--- src/rtl/state_frame_ctrl.sv ---
// Call/return frame controller in front of the 17-bit state register file.
// Define STATE_END_MARK_EN to append an end-marker entry after every completed return.
module state_frame_ctrl #(
  parameter int ADDR_WIDTH = 12,
  parameter int POS_WIDTH  = 4
) (
  input  logic                              clk,
  input  logic                              rst_n,
  input  logic                              call_valid,
  input  logic [POS_WIDTH-1:0]              call_pos,
  output logic                              call_ready,
  input  logic                              ret_valid,
  output logic                              ret_ready,
  output logic                              ret_done,
  output logic [POS_WIDTH-1:0]              ret_pos,
  output logic                              underflow,
  output logic                              full,
  output logic [ADDR_WIDTH-1:0]             cur_addr,
  output logic [ADDR_WIDTH-1:0]             depth,
  output logic                              we,
  output logic [POS_WIDTH+ADDR_WIDTH:0]     w_data,
  output logic                              ran_re,
  output logic [ADDR_WIDTH-1:0]             ran_r_addr,
  input  logic [POS_WIDTH+ADDR_WIDTH:0]     ran_r_data
);

  localparam int ENTRY_W = POS_WIDTH + ADDR_WIDTH + 1;

`ifdef STATE_END_MARK_EN
  typedef enum logic [1:0] {IDLE, RD, WAIT, MARK} state_t;
`else
  typedef enum logic [1:0] {IDLE, RD, WAIT} state_t;
`endif

  state_t                  state, state_nxt;
  logic [ADDR_WIDTH-1:0]   wr_ptr;
  logic                    we_q;
  logic [ENTRY_W-1:0]      w_data_q;
  logic                    idle;
  logic                    call_fire;
  logic                    ret_fire;
  logic                    rd_start;
  logic [POS_WIDTH-1:0]    rd_pos;
  logic [ADDR_WIDTH-1:0]   rd_parent;
  logic                    unused_end_flag;

  assign idle       = (state == IDLE);
  assign full       = (wr_ptr == '1);
  assign call_ready = rst_n & idle & ~full & ~ret_valid;
  assign ret_ready  = idle;
  assign call_fire  = call_valid & call_ready;
  assign ret_fire   = ret_valid & idle;
  assign rd_start   = ret_fire & (depth != '0);

  assign rd_pos          = ran_r_data[ENTRY_W-1 -: POS_WIDTH];
  assign rd_parent       = ran_r_data[ADDR_WIDTH:1];
  // The end flag of a call entry is always zero; nothing downstream needs it.
  assign unused_end_flag = ran_r_data[0];

  // Call writes bypass the register so the entry lands in the handshake cycle.
  assign we     = call_fire | we_q;
  assign w_data = call_fire ? {call_pos, cur_addr, 1'b0} : w_data_q;

  always_comb begin
    state_nxt = state;
    case (state)
      IDLE: if (rd_start) state_nxt = RD;
      RD:   state_nxt = WAIT;
`ifdef STATE_END_MARK_EN
      WAIT: state_nxt = MARK;
      MARK: state_nxt = IDLE;
`else
      WAIT: state_nxt = IDLE;
`endif
      default: state_nxt = IDLE;
    endcase
  end

`ifdef STATE_END_MARK_EN
  logic [POS_WIDTH-1:0]  pos_q;
  logic [ADDR_WIDTH-1:0] parent_q;

  always_ff @(posedge clk or negedge rst_n) begin
    if (!rst_n) begin
      pos_q    <= '0;
      parent_q <= '0;
      w_data_q <= '0;
      we_q     <= 1'b0;
    end else begin
      we_q <= 1'b0;
      if (state == WAIT) begin
        pos_q    <= rd_pos;
        parent_q <= rd_parent;
        w_data_q <= {rd_pos, rd_parent, 1'b1};
        // The last slot is reserved; never let the marker wrap wr_ptr.
        we_q     <= (wr_ptr != '1);
      end
    end
  end
`else
  assign we_q     = 1'b0;
  assign w_data_q = '0;
`endif

  always_ff @(posedge clk or negedge rst_n) begin
    if (!rst_n) begin
      state      <= IDLE;
      wr_ptr     <= '0;
      cur_addr   <= '1;
      depth      <= '0;
      ret_done   <= 1'b0;
      ret_pos    <= '0;
      underflow  <= 1'b0;
      ran_re     <= 1'b0;
      ran_r_addr <= '0;
    end else begin
      state     <= state_nxt;
      ret_done  <= 1'b0;
      underflow <= ret_fire & (depth == '0);
      ran_re    <= rd_start;
      if (rd_start) ran_r_addr <= cur_addr;
      if (we) wr_ptr <= wr_ptr + 1'b1;
      if (call_fire) begin
        cur_addr <= wr_ptr;
        depth    <= depth + 1'b1;
      end else if (state == WAIT) begin
        ret_done <= 1'b1;
        ret_pos  <= rd_pos;
        cur_addr <= rd_parent;
        depth    <= depth - 1'b1;
      end
    end
  end

endmodule

--- config.mk ---
export PLATFORM = sky130hd
export DESIGN_NAME = state_frame_ctrl
export DESIGN_NICKNAME = d
export VERILOG_FILES = /design/src/rtl/state_frame_ctrl.sv
export SDC_FILE = /design/constraint.sdc
export NUM_CORES = 1
export LEC_CHECK = 0
export ABC_AREA = 1
export CORE_MARGIN = 1
export CORE_UTILIZATION = 52
export DETAILED_ROUTE_END_ITERATION = 8
export HOLD_SLACK_MARGIN = 0.15
export PLACE_DENSITY = 0.82
export SKIP_CTS_REPAIR_TIMING = 1
export SYNTH_ARGS = -nofsm -noshare
export SYNTH_HDL_FRONTEND = slang
export SYNTH_SLANG_ARGS = --single-unit
--- constraint.sdc ---
create_clock -name clk -period 4.41 [get_ports clk]
set_input_delay 0.882 -clock clk [delete_from_list [all_inputs] [get_ports clk]]
set_output_delay 0.882 -clock clk [all_outputs]
set_load 0.05 [all_outputs]
After elaboration in Yosys (flattened, before gate mapping)
Index checks and enable logic that the tools add are counted.
{"block": "classes", "muxes": 9, "add_sub_neg": 3, "eq_ne": 4, "n_reduce_logical": 5, "bitwise": 10}
{"op": "12-bit two-way mux", "count": 4}
{"op": "12-bit by 1-bit adder with 12-bit output, second input constant", "count": 2}
{"op": "17-bit two-way mux", "count": 1}
{"op": "12-bit == test, second input constant", "count": 1}
{"op": "12-bit logical NOT", "count": 1}
{"op": "12-bit nonzero test", "count": 1}
{"op": "12-bit by 1-bit subtractor with 12-bit output, second input constant", "count": 1}
{"op": "1-bit AND", "count": 7}
{"op": "2-bit one-hot mux with 2 select lines", "count": 1}
{"op": "1-bit NOT", "count": 3}
{"op": "2-bit by 1-bit == test with 1-bit output, second input constant", "count": 1}
{"op": "2-bit == test, second input constant", "count": 1}
{"op": "2-bit logical NOT", "count": 1}
{"op": "1-bit two-way mux", "count": 2}
{"op": "2-bit two-way mux", "count": 1}
{"op": "2-bit by 1-bit != test with 1-bit output, second input constant", "count": 1}
{"op": "2-bit AND reduction", "count": 1}
{"op": "2-bit nonzero test", "count": 1}
{"block": "word_totals", "inputBits": 25, "register_bits": 57, "output_inout_bits": 64, "elab_cells": 40}

Logic depth before layout (Yosys ltp)
{"block": "depth", "depth_word": 7, "ltp_mapped": 17, "depth_no_buf": 16}

Worst setup path before layout
Ideal clock, no wire load.
{"block": "synth_timing", "kind": "reg-to-output", "startpoint": "register wr_ptr[0]", "endpoint": "output full", "slack_ns": 1.217, "stages_incl_launch_ff": 4, "t_arrival_ns": 2.311, "t_required_ns": 3.528, "path_buffers": 0, "cell_sequence": "dfrtp_1 -> ha_1 -> nand2_1 -> nor4b_1"}
{"block": "synth_via", "elab_chain_cells": 1}
{"element": "from (decl)", "line": "36", "text": "logic [ADDR_WIDTH-1:0] wr_ptr;"}
{"element": "from (signal assigned)", "line": "122", "text": "if (we) wr_ptr <= wr_ptr + 1'b1;"}
{"element": "12-bit == test", "line": "48", "text": "assign full = (wr_ptr == '1);"}
{"element": "to (decl)", "line": "17", "text": "output logic full,"}
Every way passes these cells.

Worst setup path after layout
{"block": "layout_timing", "startpoint": "input ret_valid", "endpoint": "output w_data[5]"}
{"block": "layout_via", "elab_chain_cells": 4}
{"element": "from (decl)", "line": "12", "text": "input logic ret_valid,"}
{"element": "1-bit NOT", "line": "49", "text": "assign call_ready = rst_n & idle & ~full & ~ret_valid;"}
{"element": "1-bit AND", "line": "49"}
{"element": "1-bit AND", "line": "51", "text": "assign call_fire = call_valid & call_ready;"}
{"element": "17-bit two-way mux", "line": "62", "text": "assign w_data = call_fire ? {call_pos, cur_addr, 1'b0} : w_data_q;"}
{"element": "to (decl)", "line": "21", "text": "output logic [POS_WIDTH+ADDR_WIDTH:0] w_data,"}
Every way passes these cells.

==> results.yml <==
timing:
  worst_slew_pin_slew_ns: 0.762
  slew_viol_final: 0
  setup_ws_ns: 0.571
  relSlewSlack_pct: 49.2
  finalCritPeriodShare_pct: 87.1
  min_period_ns: 3.84
  hold_slack_ns: 0.423
  setup_viol: 0
  clock.fmax_ghz: 0.260
  rsz0062_at_grt: "no"
  clock_skew_ns: 0.00921
  setup_tns_ns: 0
  hold_viol_final: 0
placed_design:
  port-buffer-count: 86
  routabilityCongestion: 0.945
  dp_slack_ns: 0.587
  place_hpwl_um: 5830
die:
  dieArea_um2: 6600
  dieHeight_um: 81.3
  core_um2: 5990
  initial_utilization_pct: 54.5
  num_rows: 28
  fp.dieW_um: 81.3
  io_pins: 89
worst_setup_path:
  cp.depth: 7
  path_max_fanout: 18
  path_cells: "clkdlybuf4s50_1 -> inv_1 -> nand2_1 -> nor2_1 -> nand3_4 -> nor2_1 -> clkdlybuf4s50_1"
  ff2ff_path_depth: 16
  cp.arrival_ns: 2.96
  worstSetupPathType: "in2out"
  critPathLaunchType: "input pin"
  critPathBufInv: 3
  required_ns: 3.53
  critPathCaptureType: "output port"
  cpLargestDelayFamily: "buffers and inverters"
  max_stage_delay_ns: 0.82
  crit_path_top_delay_cell: "clkdlybuf4s50_1"
synth:
  synthCells: 416
  synth_area_um2: 3270
  synthFlopType: "dfrtp_1"
  synth_fp_nets: 454
  ys_seq_elements: 57
  synth_top_cell_area_share_pct: 34.5
  synth-edff-count: 0
  ys_types: 34
  syn_area_per_cell_um2: 7.85
  synth-async-reset-ratio_pct: 100
  ys.warnings.count: 0
  synth_top_cell_by_area: "dfrtp_1"
  yosysSeqAreaShare_pct: 44.1
  synth_area_leaders: "dfrtp_1 (34%), nand2_1 (17%), dfstp_2 (9.7%)"
clocking:
  cts_buffers: 9
  clock_latency_ns: 0.35
  clk_pin_slew_ns: 0.06
  cts_tree: "yes"
  clk_path_buf_depth: 2
  cts_sinks: 57
  h-tree-depth: 3
  cts-root-buf: "clkbuf_8"
finish:
  regArea_um2: 1440
  diodes: 0
  layout_common_cells: "nand2_1 (146), clkdlybuf4s50_1 (77), inv_1 (53)"
  final_nets: 545
  drive_gt1_share_pct: 12.9
  area_growth_pct: 33.7
  multiInputGateArea_um2: 1540
  layout_commonest_cell: "nand2_1"
  nFillCells: 449
flow_run:
  cap_violations: 0
global_routing:
  grt_max_degree: 58
  grt_pass1_vias: 2687
  antenna_found_initial: 0
  grt_pass1_wl_um: 12700
  track_usage_pct: 25.7
  globalRouteOverflowTotal: 0
drt:
  avgRoutedWirePerCell_um: 13.4
  via_count: 2929
  ant_nets: 0
  drt_pre_antenna_iters: 4
  drt_drc_violations_left: 0
  routed_via_density: 4.99
  routed_wl_um: 7850
  initialDrtViolationCount: 190
pwr:
  ir_drop_uv: 453
  p_comb_share_pct: 58.4
  powerDensity_nw_per_um2: 798
  power_switching_mw: 1.75
  p_leak_nw: 2.10
  internal_power_mw: 1.73
  p_clk_share_pct: 14.4
  p_sw_share_pct: 50.3
  power_frac_seq_pct: 27.2
worst_hold_path:
  min-delay-path-class: "reg2reg"
  whs_path_depth: 1
status:
  status: "completed"
metal layers:
metal | GRT usage, % | part of all wire, % | routed length [um] | vias up
met2 | 38.4 | 45 | 3540 | 87
met1 | 36.7 | 48 | 3790 | 1346
met5 | 0 | 0 | 0 | -
met4 | 10.5 | 1.9 | 148 | 0
met3 | 4.38 | 4.7 | 367 | 11
li1 | - | - | - | 1485
cells by family (layout without fill, tap and decap cells):
logic type / after synthesis / after routing / synth area share [%]
AO/OA/AOI/OAI: 37 / 37 / 8.62
XOR/XNOR: 15 / 15 / 4.02
adder cells (fa/ha/maj): 13 / 13 / 5.21
buffers and inverters: 66 / 162 / 8.77
flip-flops: 57 / 57 / 44.1
other: 1 / 1 / 0.115
AND/OR/NAND/NOR: 227 / 227 / 29.1
registers in the layout (all words and copies together), names as in the netlist:
register / cells
cur_addr: 12
depth: 12
ran_r_addr: 12
ran_re: 1
ret_done: 1
ret_pos: 4
state: 2
underflow: 1
wr_ptr: 12
worst register-to-register path, cell delays in order (launching register included):
cell	delay, ns
dfrtp_1	0.42
ha_1	0.23
nand2_1	0.09
nor2_1	0.18
nand3_2	0.14
nand3_4	0.20
buf_4	0.27
inv_2	0.10
fa_1	0.41
inv_1	0.11
nand3_1	0.07
nand3_1	0.15
nand2_1	0.07
nand2_1	0.07
xor2_1	0.14
nand2_1	0.07
nand2_1	0.06
power groups by stage:
stage / registers [mW] / logic [mW] / clock network (mW)
after detailed placement: 0.953 / 2.03 / 0
after floorplan: 1.56 / 0.826 / 0
after global placement: 0.946 / 2.00 / 0
after global routing: 0.980 / 2.21 / 0.528
after CTS: 0.947 / 2.04 / 0.508
final: 0.948 / 2.04 / 0.503
cell type report:
| cell class | count | share of cell area (%) |
|---|---|---|
| Clock buffer | 10 | 3.15 |
| Clock inverter | 6 | 1.52 |
| Inverter | 56 | 4.81 |
| Multi-Input combinational cell | 293 | 35.2 |
| Sequential cell | 57 | 33.0 |
| Tap cell | 75 | 2.15 |
| Timing Repair Buffer | 90 | 20.1 |
stage by stage:
stage                     instance area [um^2]  util [%]  cells  total power, mW
final                                     4370      72.9    587             3.49
after CTS                                 4370      72.9    587             3.49
after global routing                      4370      72.9    587             3.72
after global placement                    4160      69.5    571             2.95
after floorplan                           3270         -    416             2.39
after detailed placement                  4160      69.5    571             2.98
cell usage after synthesis (2+ instances only):
| cell | count |
|---|---|
| o21ai_1 | 3 |
| buf_6 | 4 |
| dfrtp_1 | 45 |
| nand2_2 | 2 |
| inv_1 | 53 |
| ha_1 | 12 |
| nor3_1 | 5 |
| nand2_1 | 146 |
| a21oi_1 | 4 |
| dfstp_2 | 12 |
| nand3_1 | 21 |
| o21ai_0 | 15 |
| buf_2 | 4 |
| xor2_1 | 10 |
| o21ai_2 | 3 |
| nand3b_1 | 2 |
| nor2_1 | 40 |
| inv_2 | 3 |
| o211ai_2 | 11 |
| nand4_1 | 3 |
| xnor2_1 | 5 |
final timing paths:
path | endpoint | slack (ns) | startpoint
max | w_data[5] | 0.57 | ret_valid
min | state[1] | 0.42 | state[1]
max reg2reg | depth[6] | 1.55 | wr_ptr[0]
min reg2reg | state[1] | 0.42 | state[1]
max in group asynchronous | state[1] | 3.18 | rst_n
min in group asynchronous | depth[4] | 0.75 | rst_n
No activity file was read; power rests on OpenSTA's default activity.
